### src/rtl/ak_addsub_pkg.sv
// Shared definitions for the pipelined adder/subtractor: chunk-width
// derivation and the parameter legality rule used at elaboration.
package ak_addsub_pkg;

    // Width of one pipeline chunk of the carry chain.
    function automatic int chunk_width(input int width, input int stages);
        return width / stages;
    endfunction

    // Legal when 1 <= stages <= width and the width splits evenly.
    function automatic bit params_legal(input int width, input int stages);
        return (stages >= 1) && (stages <= width) && ((width % stages) == 0);
    endfunction

endpackage

### src/rtl/ak_addsub_chunk.sv
// CW-bit ripple adder built from full adder cells. Besides the carry out
// it exposes the carry into its top bit, which the last chunk uses to
// derive signed overflow.
module ak_addsub_chunk #(
    parameter int CW = 4
) (
    input  logic [CW-1:0] a,
    input  logic [CW-1:0] b,
    input  logic          cin,
    output logic [CW-1:0] sum,
    output logic          cout,
    output logic          c_msb
);

    logic [CW:0] c_s;

    assign c_s[0] = cin;

    for (genvar i = 0; i < CW; i++) begin : g_bit
        ak_addsub_fa u_fa (
            .a  (a[i]),
            .b  (b[i]),
            .ci (c_s[i]),
            .s  (sum[i]),
            .co (c_s[i+1])
        );
    end

    assign cout  = c_s[CW];
    assign c_msb = c_s[CW-1];

endmodule

### src/rtl/ak_addsub_fa.sv
// 1-bit full adder cell, the building block of each ripple chunk.
module ak_addsub_fa (
    input  logic a,
    input  logic b,
    input  logic ci,
    output logic s,
    output logic co
);

    assign s  = a ^ b ^ ci;
    assign co = (a & b) | (ci & (a ^ b));

endmodule

### src/rtl/ak_addsub_pipe.sv
// Pipelined two's-complement adder/subtractor. The carry chain is split
// into STAGES chunks; each pipeline register carries a 2*WIDTH word
// {B-operand (already inverted for subtract), A-operand/partial-sum}.
// Chunk k of the lower half is overwritten by its sum as the word passes
// stage k, so upper A/B chunks are skewed and finished sum chunks are
// deskewed by the same registers, and the last stage holds the full result.
// A single advance enable moves every stage (bubbles included) or holds all.
module ak_addsub_pipe
    import ak_addsub_pkg::*;
#(
    parameter int WIDTH  = 16,
    parameter int STAGES = 4
) (
    input  logic             clk,
    input  logic             rst_n,
    input  logic             in_valid,
    output logic             in_ready,
    input  logic [WIDTH-1:0] A,
    input  logic [WIDTH-1:0] B,
    input  logic             m,
    output logic             out_valid,
    input  logic             out_ready,
    output logic [WIDTH-1:0] result,
    output logic             cout,
    output logic             ovf,
    output logic             zero,
    output logic             neg
);

    localparam int CW  = chunk_width(WIDTH, STAGES);
    localparam int OPW = 2 * WIDTH;

    if (!params_legal(WIDTH, STAGES)) begin : g_bad_params
        $error("ak_addsub_pipe: WIDTH must be a multiple of STAGES with 1 <= STAGES <= WIDTH");
    end

    logic             adv_s;
    logic [OPW-1:0]   op_in_s  [STAGES];
    logic             c_in_s   [STAGES];
    logic             v_in_s   [STAGES];
    logic [CW-1:0]    sum_s    [STAGES];
    logic             co_s     [STAGES];
    logic             cm_s     [STAGES];
    logic [OPW-1:0]   op_nxt_s [STAGES];
    logic [WIDTH-1:0] res_fin_s;

    logic [OPW-1:0]   op_d [STAGES];
    logic [OPW-1:0]   op_q [STAGES];
    logic             c_d  [STAGES];
    logic             c_q  [STAGES];
    logic             v_d  [STAGES];
    logic             v_q  [STAGES];
    logic             ovf_d;
    logic             ovf_q;
    logic             zero_d;
    logic             zero_q;
    logic             neg_d;
    logic             neg_q;

    // The whole pipe moves when the output slot is free or being drained.
    assign adv_s    = out_ready | ~v_q[STAGES-1];
    assign in_ready = adv_s;

    // Stage 0 takes operands straight from the ports; subtract inverts B
    // and injects the +1 as the first carry-in, so m needs no further travel.
    assign op_in_s[0] = {B ^ {WIDTH{m}}, A};
    assign c_in_s[0]  = m;
    assign v_in_s[0]  = in_valid;

    for (genvar k = 1; k < STAGES; k++) begin : g_link
        assign op_in_s[k] = op_q[k-1];
        assign c_in_s[k]  = c_q[k-1];
        assign v_in_s[k]  = v_q[k-1];
    end

    for (genvar k = 0; k < STAGES; k++) begin : g_chunk
        ak_addsub_chunk #(
            .CW (CW)
        ) u_chunk (
            .a     (CW'(op_in_s[k] >> (k * CW))),
            .b     (CW'(op_in_s[k] >> (WIDTH + k * CW))),
            .cin   (c_in_s[k]),
            .sum   (sum_s[k]),
            .cout  (co_s[k]),
            .c_msb (cm_s[k])
        );
    end

    // Next state of every stage and of the flags: shift on advance, else hold.
    always_comb begin
        for (int k = 0; k < STAGES; k++) begin
            op_nxt_s[k]                 = op_in_s[k];
            op_nxt_s[k][k * CW +: CW]   = sum_s[k];
            if (adv_s) begin
                op_d[k] = op_nxt_s[k];
                c_d[k]  = co_s[k];
                v_d[k]  = v_in_s[k];
            end else begin
                op_d[k] = op_q[k];
                c_d[k]  = c_q[k];
                v_d[k]  = v_q[k];
            end
        end
        res_fin_s = op_nxt_s[STAGES-1][WIDTH-1:0];
        if (adv_s) begin
            ovf_d  = cm_s[STAGES-1] ^ co_s[STAGES-1];
            zero_d = ~|res_fin_s;
            neg_d  = res_fin_s[WIDTH-1];
        end else begin
            ovf_d  = ovf_q;
            zero_d = zero_q;
            neg_d  = neg_q;
        end
    end

    // Pipeline and output flag registers; reset discards everything in flight.
    always_ff @(posedge clk or negedge rst_n) begin
        if (!rst_n) begin
            for (int k = 0; k < STAGES; k++) begin
                op_q[k] <= {OPW{1'b0}};
                c_q[k]  <= 1'b0;
                v_q[k]  <= 1'b0;
            end
            ovf_q  <= 1'b0;
            zero_q <= 1'b0;
            neg_q  <= 1'b0;
        end else begin
            for (int k = 0; k < STAGES; k++) begin
                op_q[k] <= op_d[k];
                c_q[k]  <= c_d[k];
                v_q[k]  <= v_d[k];
            end
            ovf_q  <= ovf_d;
            zero_q <= zero_d;
            neg_q  <= neg_d;
        end
    end

    assign out_valid = v_q[STAGES-1];
    assign result    = op_q[STAGES-1][WIDTH-1:0];
    assign cout      = c_q[STAGES-1];
    assign ovf       = ovf_q;
    assign zero      = zero_q;
    assign neg       = neg_q;

endmodule

### config.mk
export PLATFORM = sky130hd
export DESIGN_NAME = ak_addsub_pipe
export DESIGN_NICKNAME = d
export VERILOG_FILES = /design/src/rtl/ak_addsub_pkg.sv /design/src/rtl/ak_addsub_chunk.sv /design/src/rtl/ak_addsub_fa.sv /design/src/rtl/ak_addsub_pipe.sv
export SDC_FILE = /design/constraint.sdc
export NUM_CORES = 1
export LEC_CHECK = 0
export CORE_ASPECT_RATIO = 1.2
export CORE_MARGIN = 10
export CORE_UTILIZATION = 40
export DETAILED_ROUTE_END_ITERATION = 16
export PLACE_DENSITY = 0.7
export SLEW_MARGIN = 20
export SYNTH_ARGS = -nofsm -noshare
export SYNTH_HDL_FRONTEND = slang
export SYNTH_SLANG_ARGS = --single-unit
### constraint.sdc
create_clock -name clk -period 3.23 [get_ports clk]
set_input_delay 0.969 -clock clk [delete_from_list [all_inputs] [get_ports clk]]
set_output_delay 0.969 -clock clk [all_outputs]
set_load 0.03 [all_outputs]
==> results_dict.tcl <==
set metrics [dict create \
    netlist_instances 441 \
    seq_area_um2 2452 \
    tightest_slew_ps 1013 \
    fmax_mhz 332.4 \
    slew_viol_final 0 \
    cp-startpoint "out_ready" \
    worst-path-max-fanout 3 \
    tns_ps 0 \
    yosys.area.top_type "dfrtp_1" \
    rsz0062_at_grt "no" \
    crit_slowest_cell "clkdlybuf4s50_1" \
    cts-resized-gates 1 \
    critPathArrivalTime_ps 2040 \
    timing.final.crit_share_pct 93.13 \
    drt-pass1-iter-count 4 \
    clk_path_buf_depth 2 \
    root_buffer "clkbuf_16" \
    drc_errors 0 \
    maxCapViolations 0 \
    period_needed_ps 3008 \
    power.density_nw_per_um2 976.3 \
    yosysSeqAreaShare_pct 58.13 \
    syn_area_per_cell_um2 9.567 \
    synthTopCellsByArea "dfrtp_1 58%, nand2_1 18%, fa_1 7.1%, xnor2_1 2.7%, inv_1 2.1%" \
    final_antenna_net_count 0 \
    dpl.hpwl_um 5639 \
    max_stage_delay_ps 440 \
    placed_area_um2 4850 \
    wl_um 8007 \
    yosysWarningCount 0 \
    syn_area_um2 4219 \
    endpoint "in_ready" \
    required_ps 2260 \
    cts_buffers 9 \
    rr_startpoint "op_in_s[28]$_DFFE_PN0P_" \
    r2r-end "zero$_DFFE_PN0P_" \
    p_total_mw 5.022 \
    drtIter0Drc 199 \
    diodes 0 \
    yosysUniqueCellTypes 22 \
    hold_viol_final 0 \
    die_h_um 132.5 \
    n_fill_cell 970 \
    cp-start-kind "input pin" \
    status "completed" \
    grt_pass1_vias 3004 \
    max-slew-margin-rel_pct 32.50 \
    worst_skew_pair.late_latency_ps 350 \
    synth_fp_nets 493 \
    hold_path_class "flip-flop to flip-flop" \
    cts_sinks 98 \
    syn_to_final_growth_pct 21.92 \
    vias 2860 \
    clock_skew_ps 6.652 \
    nets 543 \
    dp.cells 609 \
    initial_core_util_pct 40.51 \
    crit_chain "clkdlybuf4s50_1, nor2b_4, clkinv_2, dlygate4sd2_1" \
    final_util_pct 49.39 \
    io_buffers 58 \
    wl_per_cell_um 12.81 \
    instances_no_fill 625 \
    r2r_slack_ps 570 \
    fin_area_um2 5144 \
    io_pins 59 \
    dieArea_um2 15070 \
    ys_seq_elements 98 \
    end_kind "output pin" \
    die_x_um 113.8 \
    rows 41 \
    drive_gt1_share_pct 5.444 \
    cts.clk_slew.worst_paths_ps 60 \
    synth.top_cell.area_share_pct 58.13 \
    cts_setup_buffers 0 \
    core_region_area_um2 10410 \
    multiInputGateArea_um2 1525 \
    grt_max_degree 112 \
    vias_per_cell 4.576 \
    grt_pass1_wl_um 14230 \
    grt_overflow 0 \
    setup_viol 0 \
    holdBufCountCts 0 \
    grtUsageTotal_pct 11.50 \
    peakVddDrop_v 0.0003256 \
    p_leak_nw 2.508 \
    antenna_found_initial 0 \
    r2r_cells 10 \
    crit_type "input pin to output pin" \
    tritoncts "done" \
    place_congestion 0.7681 \
    h-tree-depth 3 \
]
-- through the flow --
stage                     setup WS [ps]  hold slack [ps]
final                             222.0            459.5
after global routing              195.5            494.2
after CTS                         192.9            462.5
after detailed placement         -48.82            448.0
after global placement           -46.93            440.9
after floorplan                   386.9            430.0
-- cell usage after synthesis, drive strengths merged --
cell type / number
clkbuf: 4
xnor2: 13
inv: 25
nand4: 1
fa: 15
nor2b: 1
xor2: 4
nor4bb: 1
nor4: 3
dfrtp: 98
a21oi: 12
o21ai: 25
nor2: 12
nand2b: 1
mux2i: 1
buf: 20
nand2: 205
-- worst max-delay path, delay by kind of cell --
kind | cells | cell delay, ps
buffers and inverters | 3 | 870
AND/OR/NAND/NOR | 1 | 190
-- worst min-delay path by stage --
| stage | from | cells past startpoint | endpoint |
|---|---|---|---|
| 3_3_place_gp | v_in_s[0]$_DFFE_PN0P_ | 2 | v_in_s[0]$_DFFE_PN0P_ |
| 6_report | v_in_s[0]$_DFFE_PN0P_ | 2 | v_in_s[0]$_DFFE_PN0P_ |
| 3_5_place_dp | v_in_s[0]$_DFFE_PN0P_ | 2 | v_in_s[0]$_DFFE_PN0P_ |
| 2_1_floorplan | v_in_s[0]$_DFFE_PN0P_ | 2 | v_in_s[0]$_DFFE_PN0P_ |
| 4_1_cts | v_in_s[0]$_DFFE_PN0P_ | 2 | v_in_s[0]$_DFFE_PN0P_ |
| 5_1_grt | op_in_s[78]$_DFFE_PN0P_ | 2 | op_in_s[46]$_DFFE_PN0P_ |
-- state kept, by name, summed over array words and instances (netlist names) --
name / cells
op_in_s: 72
result: 16
c_in_s: 3
v_in_s: 3
cout: 1
out_valid: 1
ovf: 1
zero: 1
-- cell usage in the layout (no fill, tap or decap), drive strengths merged --
master	count
clkdlybuf4s50	56
nor4bb	1
clkbuf	10
dlygate4sd2	1
nand2	205
clkinvlp	1
nor2b	1
nor2	12
xnor2	13
nor4	3
buf	6
mux2i	1
inv	29
clkinv	1
nand4	1
xor2	4
a21oi	12
dfrtp	98
fa	15
o21ai	25
nand2b	1
-- layer usage --
layer	track usage [%]	part of all wire (%)	up-vias	routed length [um]
li1	-	-	1444	-
met1	14.22	45	1352	3576
met2	17.69	47	52	3790
met3	2.849	5.3	12	423
met4	6.780	2.7	0	216
met5	0	0	-	0
-- where the power goes --
part | leakage [nW] | switching, mW | total, mW | internal, mW
clock | 0.144 | 0.484 | 1.05 | 0.562
sequential | 1.18 | 0.309 | 2.08 | 1.77
combinational | 1.18 | 1.13 | 1.90 | 0.768
total | 2.51 | 1.92 | 5.02 | 3.10
-- kinds of logic after synthesis --
logic type | synth area share (%)
adders and majority gates | 7.117
and+or+nand+nor | 20.61
AOI/OAI and AO/OA | 4.656
buffers and inverters | 5.724
muxes | 0.2373
DFF | 58.13
xor gates and xnor gates | 3.529
-- final cells by class --
type                    count  area share (%)
flip-flops and latches     98           47.68
clock buffers              10           4.646
clock inverters             6           1.095
repair buffers             63           11.94
inverters                  25           1.849
multi-input cells         294           29.65
well taps                 129           3.138
(Power assumes the default switching activity.)
